==> config.mk <==
export PLATFORM = sky130hd
export DESIGN_NAME = bp_lce_req_queued
export DESIGN_NICKNAME = d
export VERILOG_FILES = /design/src/rtl/bp_lce_req_queued.sv
export SDC_FILE = /design/constraint.sdc
export NUM_CORES = 1
export LEC_CHECK = 0
export BUFFER_PORTS_ARGS = -buffer_cell sky130_fd_sc_hd__buf_2
export CORE_MARGIN = 2
export CORE_UTILIZATION = 35
export DETAILED_ROUTE_END_ITERATION = 16
export PLACE_DENSITY = 0.62
export SLEW_MARGIN = 5
export SYNTH_ARGS = -nofsm -noshare
export SYNTH_HDL_FRONTEND = slang
export SYNTH_SLANG_ARGS = --single-unit
==> constraint.sdc <==
create_clock -name clk_i -period 12.92 [get_ports clk_i]
set_clock_uncertainty 0.15 [all_clocks]
set_input_delay 2.584 -clock clk_i [delete_from_list [all_inputs] [get_ports clk_i]]
set_output_delay 2.584 -clock clk_i [all_outputs]
set_load 0.005 [all_outputs]
==> src/rtl/bp_lce_req_queued.sv <==
// LCE request issuer: in-order request queue, late metadata pairing and
// credit-limited issue of LCE->CCE requests, with an uncached LCE mode.

package bp_lce_req_queued_pkg;

  localparam int paddr_width_lp  = 32;
  localparam int lce_id_width_lp = 4;
  localparam int cce_id_width_lp = 2;
  localparam int way_id_width_lp = 3;
  localparam int data_width_lp   = 64;

  typedef enum logic [1:0] {
    e_lce_mode_uncached = 2'd0,
    e_lce_mode_normal   = 2'd1,
    e_lce_mode_nonspec  = 2'd2
  } bp_lce_mode_e;

  typedef enum logic [1:0] {
    e_miss_load  = 2'd0,
    e_miss_store = 2'd1,
    e_uc_load    = 2'd2,
    e_uc_store   = 2'd3
  } bp_cache_req_msg_type_e;

  // Encoded as log2 of the byte count
  typedef enum logic [2:0] {
    e_size_1   = 3'd0,
    e_size_2   = 3'd1,
    e_size_4   = 3'd2,
    e_size_8   = 3'd3,
    e_size_16  = 3'd4,
    e_size_32  = 3'd5,
    e_size_64  = 3'd6,
    e_size_128 = 3'd7
  } bp_mem_msg_size_e;

  typedef struct packed {
    bp_cache_req_msg_type_e     msg_type;
    bp_mem_msg_size_e           size;
    logic [paddr_width_lp-1:0]  addr;
    logic [data_width_lp-1:0]   data;
  } bp_cache_req_s;

  typedef struct packed {
    logic [way_id_width_lp-1:0] hit_or_repl_way;
  } bp_cache_req_metadata_s;

  typedef enum logic [1:0] {
    e_lce_req_type_rd    = 2'd0,
    e_lce_req_type_wr    = 2'd1,
    e_lce_req_type_uc_rd = 2'd2,
    e_lce_req_type_uc_wr = 2'd3
  } bp_lce_cce_req_type_e;

  typedef struct packed {
    bp_lce_cce_req_type_e        msg_type;
    logic                        non_excl;
    bp_mem_msg_size_e            size;
    logic [paddr_width_lp-1:0]   addr;
    logic [way_id_width_lp-1:0]  lru_way_id;
    logic [lce_id_width_lp-1:0]  src_id;
    logic [cce_id_width_lp-1:0]  dst_id;
  } bp_lce_cce_req_header_s;

  typedef struct packed {
    bp_lce_cce_req_header_s      header;
    logic [data_width_lp-1:0]    data;
  } bp_lce_cce_req_s;

endpackage

module bp_lce_req_queued
  import bp_lce_req_queued_pkg::*;
#(
  parameter int block_width_p    = 512,
  parameter int reqs_p           = 2,
  parameter int credits_p        = 2,
  parameter bit non_excl_reads_p = 1'b0
) (
  input  logic                        clk_i,
  input  logic                        reset_n_i,
  input  logic [lce_id_width_lp-1:0]  lce_id_i,
  input  bp_lce_mode_e                lce_mode_i,
  output logic                        ready_o,
  input  bp_cache_req_s               cache_req_i,
  input  logic                        cache_req_v_i,
  input  bp_cache_req_metadata_s      cache_req_metadata_i,
  input  logic                        cache_req_metadata_v_i,
  output logic                        credits_full_o,
  output logic                        credits_empty_o,
  input  logic                        cache_req_complete_i,
  input  logic                        uc_store_req_complete_i,
  output bp_lce_cce_req_s             lce_req_o,
  output logic                        lce_req_v_o,
  input  logic                        lce_req_ready_i
);

  localparam int block_offset_lp = $clog2(block_width_p / 8);
  localparam bp_mem_msg_size_e block_size_lp = bp_mem_msg_size_e'(3'(block_offset_lp));
  localparam int ptr_width_lp  = (reqs_p > 1) ? $clog2(reqs_p) : 1;
  localparam int qcnt_width_lp = $clog2(reqs_p + 1);
  localparam int cred_width_lp = $clog2(credits_p + 1);
  localparam int csum_width_lp = cred_width_lp + 1;

  typedef enum logic [1:0] {
    e_reset       = 2'd0,
    e_ready       = 2'd1,
    e_wait_meta   = 2'd2,
    e_wait_credit = 2'd3
  } state_e;

  state_e state_reg, state_next;

  bp_cache_req_s               req_mem_reg [reqs_p];
  logic [way_id_width_lp-1:0]  way_mem_reg [reqs_p];
  logic [reqs_p-1:0]           uc_mem_reg;
  logic [reqs_p-1:0]           meta_v_reg;

  logic [ptr_width_lp-1:0]     head_ptr_reg, tail_ptr_reg, last_ptr_reg;
  logic [qcnt_width_lp-1:0]    q_count_reg;
  logic                        awaiting_meta_reg;
  logic [cred_width_lp-1:0]    credit_count_reg, credit_count_next;

  logic enq, deq, new_uc, new_needs_meta, head_valid, head_meta_missing;
  logic [csum_width_lp-1:0] credit_add, credit_ret;

  function automatic logic [ptr_width_lp-1:0] ptr_inc(input logic [ptr_width_lp-1:0] p);
    return (p == ptr_width_lp'(reqs_p - 1)) ? '0 : p + ptr_width_lp'(1);
  endfunction

  assign enq = ready_o & cache_req_v_i;
  assign deq = lce_req_v_o & lce_req_ready_i;

  // Uncached mode is captured per entry so a later mode change cannot alter a queued request
  assign new_uc         = (lce_mode_i == e_lce_mode_uncached);
  assign new_needs_meta = ~new_uc & ((cache_req_i.msg_type == e_miss_load)
                                   | (cache_req_i.msg_type == e_miss_store));

  assign head_valid        = (q_count_reg != '0);
  assign head_meta_missing = ~meta_v_reg[head_ptr_reg];

  // No bypass: a full queue blocks enqueue even in a dequeue cycle
  assign ready_o = reset_n_i & (state_reg != e_reset)
                 & (q_count_reg != qcnt_width_lp'(reqs_p)) & ~awaiting_meta_reg;

  always_ff @(posedge clk_i) begin
    if (enq) begin
      req_mem_reg[tail_ptr_reg] <= cache_req_i;
      uc_mem_reg[tail_ptr_reg]  <= new_uc;
      way_mem_reg[tail_ptr_reg] <= cache_req_metadata_i.hit_or_repl_way;
    end else if (cache_req_metadata_v_i & awaiting_meta_reg) begin
      way_mem_reg[last_ptr_reg] <= cache_req_metadata_i.hit_or_repl_way;
    end
  end

  // Only the newest entry can be missing metadata, because enqueue stalls while it is
  always_ff @(posedge clk_i) begin
    if (!reset_n_i) begin
      head_ptr_reg      <= '0;
      tail_ptr_reg      <= '0;
      last_ptr_reg      <= '0;
      q_count_reg       <= '0;
      meta_v_reg        <= '0;
      awaiting_meta_reg <= 1'b0;
    end else begin
      if (enq) begin
        tail_ptr_reg             <= ptr_inc(tail_ptr_reg);
        last_ptr_reg             <= tail_ptr_reg;
        meta_v_reg[tail_ptr_reg] <= ~new_needs_meta | cache_req_metadata_v_i;
        awaiting_meta_reg        <= new_needs_meta & ~cache_req_metadata_v_i;
      end else if (cache_req_metadata_v_i & awaiting_meta_reg) begin
        meta_v_reg[last_ptr_reg] <= 1'b1;
        awaiting_meta_reg        <= 1'b0;
      end
      if (deq) begin
        head_ptr_reg <= ptr_inc(head_ptr_reg);
      end
      q_count_reg <= q_count_reg + qcnt_width_lp'(enq) - qcnt_width_lp'(deq);
    end
  end

  assign credit_add = csum_width_lp'(credit_count_reg) + csum_width_lp'(deq);
  assign credit_ret = csum_width_lp'(cache_req_complete_i) + csum_width_lp'(uc_store_req_complete_i);
  assign credit_count_next = (credit_add < credit_ret) ? '0
                           : cred_width_lp'(credit_add - credit_ret);

  always_ff @(posedge clk_i) begin
    if (!reset_n_i) begin
      credit_count_reg <= '0;
    end else begin
      assert (credit_add >= credit_ret);
      credit_count_reg <= credit_count_next;
    end
  end

  assign credits_full_o  = (credit_count_reg == cred_width_lp'(credits_p));
  assign credits_empty_o = (credit_count_reg == '0);

  always_ff @(posedge clk_i) begin
    if (!reset_n_i) begin
      state_reg <= e_reset;
    end else begin
      state_reg <= state_next;
    end
  end

  // Valid depends only on state, head and credits, so it holds until the handshake
  always_comb begin
    state_next  = state_reg;
    lce_req_v_o = 1'b0;
    unique case (state_reg)
      e_reset: state_next = e_ready;
      e_ready: begin
        if (head_valid & head_meta_missing) begin
          state_next = e_wait_meta;
        end else if (credits_full_o) begin
          state_next = e_wait_credit;
        end else begin
          lce_req_v_o = head_valid & reset_n_i;
        end
      end
      e_wait_meta: begin
        if (~head_meta_missing | (cache_req_metadata_v_i & awaiting_meta_reg)) begin
          state_next = e_ready;
        end
      end
      e_wait_credit: begin
        if (~credits_full_o) begin
          state_next = e_ready;
        end
      end
      default: state_next = e_reset;
    endcase
  end

  always_comb begin
    bp_cache_req_s head_req;
    logic          head_uc, head_cached, head_load;
    head_req    = req_mem_reg[head_ptr_reg];
    head_uc     = uc_mem_reg[head_ptr_reg];
    head_load   = (head_req.msg_type == e_miss_load) | (head_req.msg_type == e_uc_load);
    head_cached = ~head_uc & ((head_req.msg_type == e_miss_load)
                            | (head_req.msg_type == e_miss_store));

    lce_req_o               = '0;
    lce_req_o.header.src_id = lce_id_i;
    lce_req_o.header.dst_id = head_req.addr[block_offset_lp +: cce_id_width_lp];
    lce_req_o.header.addr   = head_req.addr;
    if (head_cached) begin
      lce_req_o.header.size       = block_size_lp;
      lce_req_o.header.lru_way_id = way_mem_reg[head_ptr_reg];
      if (head_load) begin
        lce_req_o.header.msg_type = e_lce_req_type_rd;
        lce_req_o.header.non_excl = non_excl_reads_p;
      end else begin
        lce_req_o.header.msg_type = e_lce_req_type_wr;
      end
    end else begin
      lce_req_o.header.size = head_req.size;
      if (head_load) begin
        lce_req_o.header.msg_type = e_lce_req_type_uc_rd;
      end else begin
        lce_req_o.header.msg_type = e_lce_req_type_uc_wr;
        lce_req_o.data            = head_req.data;
      end
    end
  end

endmodule

==> summary.txt <==
Layout
  – Fin area: 10700 sq um
  – Largest register FFs: around 200
  – # diodes: 0
  – Synth-to-layout area growth: 25.6%
  – Share of cells above drive strength 1: 40.0%
  – Layout Cells excl Fill: 1057
  – Fin nets: between 800 and 900

Place
  – Routability cong.: 0.711
  – Port buffer count: between 200 and 250
  – Dpl ws: 6.70 ns
  – Area of placed instances: 9970 sq um
  – Post-DP HPWL: 11000 um
  – DP Cell Count: approximately 1000

Clocking
  – # hold bufs at CTS: 0
  – Root Driver: clkbuf_16
  – H-tree depth: 1
  – Clock buffers created by TritonCTS: 25
  – CTS Buffer Depth: 3
  – Clock slew at the register clock pins of the worst setup and hold paths: 0.06 ns
  – TritonCTS clock tree: built
  – Clock Sink Count: between 200 and 250
  – Post-CTS Setup Bufs: 0
  – Clock Latency Late Sink: 0.51 ns
  – Post-cts sizing count: 0

Detailed routing
  – DR WL met3: 1100 um
  – Wire per inst: 16.0 um
  – Highest metal used: met4
  – Met2 routed WL: a little over 8000 um
  – Pre-antenna DRT Iters: 4
  – Drt total wl: 16900 um
  – DRT iter0 DRCs: 209
  – # DRC: 0
  – ANT nets after route: 0
  – Vias per Instance: 4.53
  – Met1 wire length: 7300 um
  – Via count: ~4800

Power and ir drop
  – Comb pwr share: 4.6%
  – Pwr Density: 144 nW/um^2
  – NetSw: 0.000310 W
  – LEAKAGE: 3.98 nW
  – Clock group share of total power: 42.6%
  – Sw Share: 20.0%
  – Seq pwr share: 52.8%
  – Max VDD drop: 0.104 mV
  – Cell-internal power: 0.00124 W

Setup path
  – Required @ worst endpoint: roughly 10 ns
  – CP startpoint kind: register
  – Type of the worst setup path: reg -> out
  – CP arrival: 3.85 ns
  – Max stage delay on crit path: between 0.8 and 0.9 ns
  – Critical R2R Launch: tail_ptr_reg
  – Slowest CP cell: dfxtp_4
  – Most used cell, CP: buf_4
  – Critical-path cell list: buf_4 -> mux2i_1 -> nand2_1 -> nand2_2 -> buf_4 -> nor2_1 -> buf_2
  – Worst setup EP type: primary output
  – Critical Path Fanout Max: 64

STA
  – Setup tns final: 0 ns
  – Slew Limit Fails: 0
  – Slew Limit Headroom: 40.0%
  – Hold_ws: around 0.34 ns
  – Fin worst setup slack: 6.34 ns
  – Worst slew pin tran: 0.900 ns
  – Endpoints failing setup: 0
  – Final min period: 6.58 ns
  – Maximum clock rate: around 0.15 GHz
  – Unrepaired setup endpoints after global routing: false
  – Period utilization: about 50%
  – Final hold vios: 0

Run
  – Max-Cap Viols: 0

Global route
  – Number of global-route vias before repair: 4811
  – Largest net degree at the start of global routing: 65
  – GRT Util Overall: roughly 13%
  – Initial antenna violation count: 0
  – Grt total ovfl: 0
  – First-pass GRT wire length: 25700 um

Logic synthesis
  – Seq/Total Area, Yosys: between 70% and 80%
  – Post-synth EDFFs: 210
  – Post-synthesis cell count: 489
  – Syn_nets: 613
  – Mapped Avg Cell Area: 17.5 sq um
  – Top_reg_cell synth: edfxtp_1
  – Count of unique library cells instantiated by Yosys: 38
  – Synth async-reset ratio: 0%
  – #FFs+latches synth: 223
  – Mapped Area: 8550 sq um
  – Synth warn: 0

Floorplanning
  – Initial Util: between 30% and 40%
  – DIE AREA: 25700 sq um
  – Core footprint: 24200 sq um
  – Chip Height: 160 um
  – Die W: 160 um
  – IO Count: 232
  – FP Rows: 57

Hold path
  – Min-delay worst type: reg -> reg
  – Critical hold path startpoint: state_reg[0]

Run status
  – Status: finished clean
-- per-stage QoR --
step                      total power, W  util (%)
after floorplan                 0.000867         -
after global placement          0.000903      41.2
after detailed placement        0.000906      41.2
after CTS                        0.00157      44.4
after global routing             0.00161      44.4
final                            0.00155      44.4
-- cell usage after synthesis, types with 2 or more instances --
cell type / number / area share, %
nor3b_1: 2 / 0.18
ha_1: 6 / 0.88
and2_1: 4 / 0.29
mux2_2: 21 / 2.8
edfxtp_1: 210 / 74
a21oi_1: 2 / 0.12
buf_2: 13 / 0.76
mux2i_1: 75 / 8.8
inv_1: 3 / 0.13
nor2_1: 74 / 3.2
or2_1: 2 / 0.15
dfxtp_1: 13 / 3.0
mux2_1: 12 / 1.6
buf_4: 13 / 1.1
nand2_1: 8 / 0.35
o311a_1: 2 / 0.23
or3_1: 2 / 0.15
o22ai_1: 2 / 0.15
xnor2_1: 3 / 0.31
and3_1: 4 / 0.29
-- worst paths after layout --
kind / endpoint / slack (ns) / cells past startpoint
setup / recovery: lce_req_o[5] / 6.34 / 7
hold / removal: state_reg[1] / 0.34 / 2
setup reg to reg: way_mem_reg[1][0] / 10.35 / 5
hold reg to reg: state_reg[1] / 0.34 / 2
-- worst max-delay path: cells and delay by family, from the launching register on --
kind / cells / cell delay (ns)
buf+inv: 3 / 1.55
flops: 1 / 0.89
simple gates: 3 / 0.54
mux: 1 / 0.31
-- per-layer routing --
layer | vias to the layer above | global-route usage (%)
met1 | 2327 | 16.3
met4 | 0 | 2.91
li1 | 2284 | -
met2 | 150 | 21.3
met5 | - | 0
met3 | 22 | 3.38
-- power groups by stage --
stage          combinational (W)  clock [W]  sequential [W]
2_1_floorplan          0.0000324          0        0.000835
4_1_cts                0.0000727   0.000684        0.000818
3_5_place_dp           0.0000725          0        0.000833
3_3_place_gp           0.0000707          0        0.000832
5_1_grt                0.0000797   0.000716        0.000819
6_report               0.0000711   0.000661        0.000818
-- cell type report --
| class | instances | area (sq um) |
|---|---|---|
| multi-input cells | 236 | 1820 |
| inverters | 3 | 11.3 |
| clock inverters | 13 | 133 |
| well taps | 324 | 405 |
| flip-flops and latches | 223 | 6570 |
| clock buffers | 29 | 641 |
| fillers | 2188 | 13400 |
| repair buffers | 229 | 1160 |
-- cells by family (layout without fill, tap and decap cells) --
family / after synthesis / count (layout) / share of synthesized area (%)
adders and majority gates: 7 / 7 / 1.11
buffers and inverters: 30 / 274 / 2.08
other: 1 / 1 / 0.0439
DFF: 223 / 223 / 76.8
xor gates and xnor gates: 3 / 3 / 0.307
AOI/OAI and AO/OA: 10 / 10 / 0.805
muxes: 108 / 108 / 13.1
and+or+nand+nor: 107 / 107 / 5.72
-- cells in the final DEF, fill, tap and decap left out, drive strengths merged, types with 2 or more instances in the layout --
cell / count
nand2: 9
nor2: 74
inv: 5
or3: 2
bufinv: 2
mux2: 33
xnor2: 3
and2b: 2
mux2i: 75
clkinvlp: 2
or2: 2
buf: 229
clkinv: 7
and3: 4
dfxtp: 13
edfxtp: 210
o311a: 2
ha: 6
nor3b: 2
o21ai: 2
clkbuf: 29
and2: 4
o22ai: 2
a21oi: 2
Note: power is estimated with default switching activity, not from simulation.
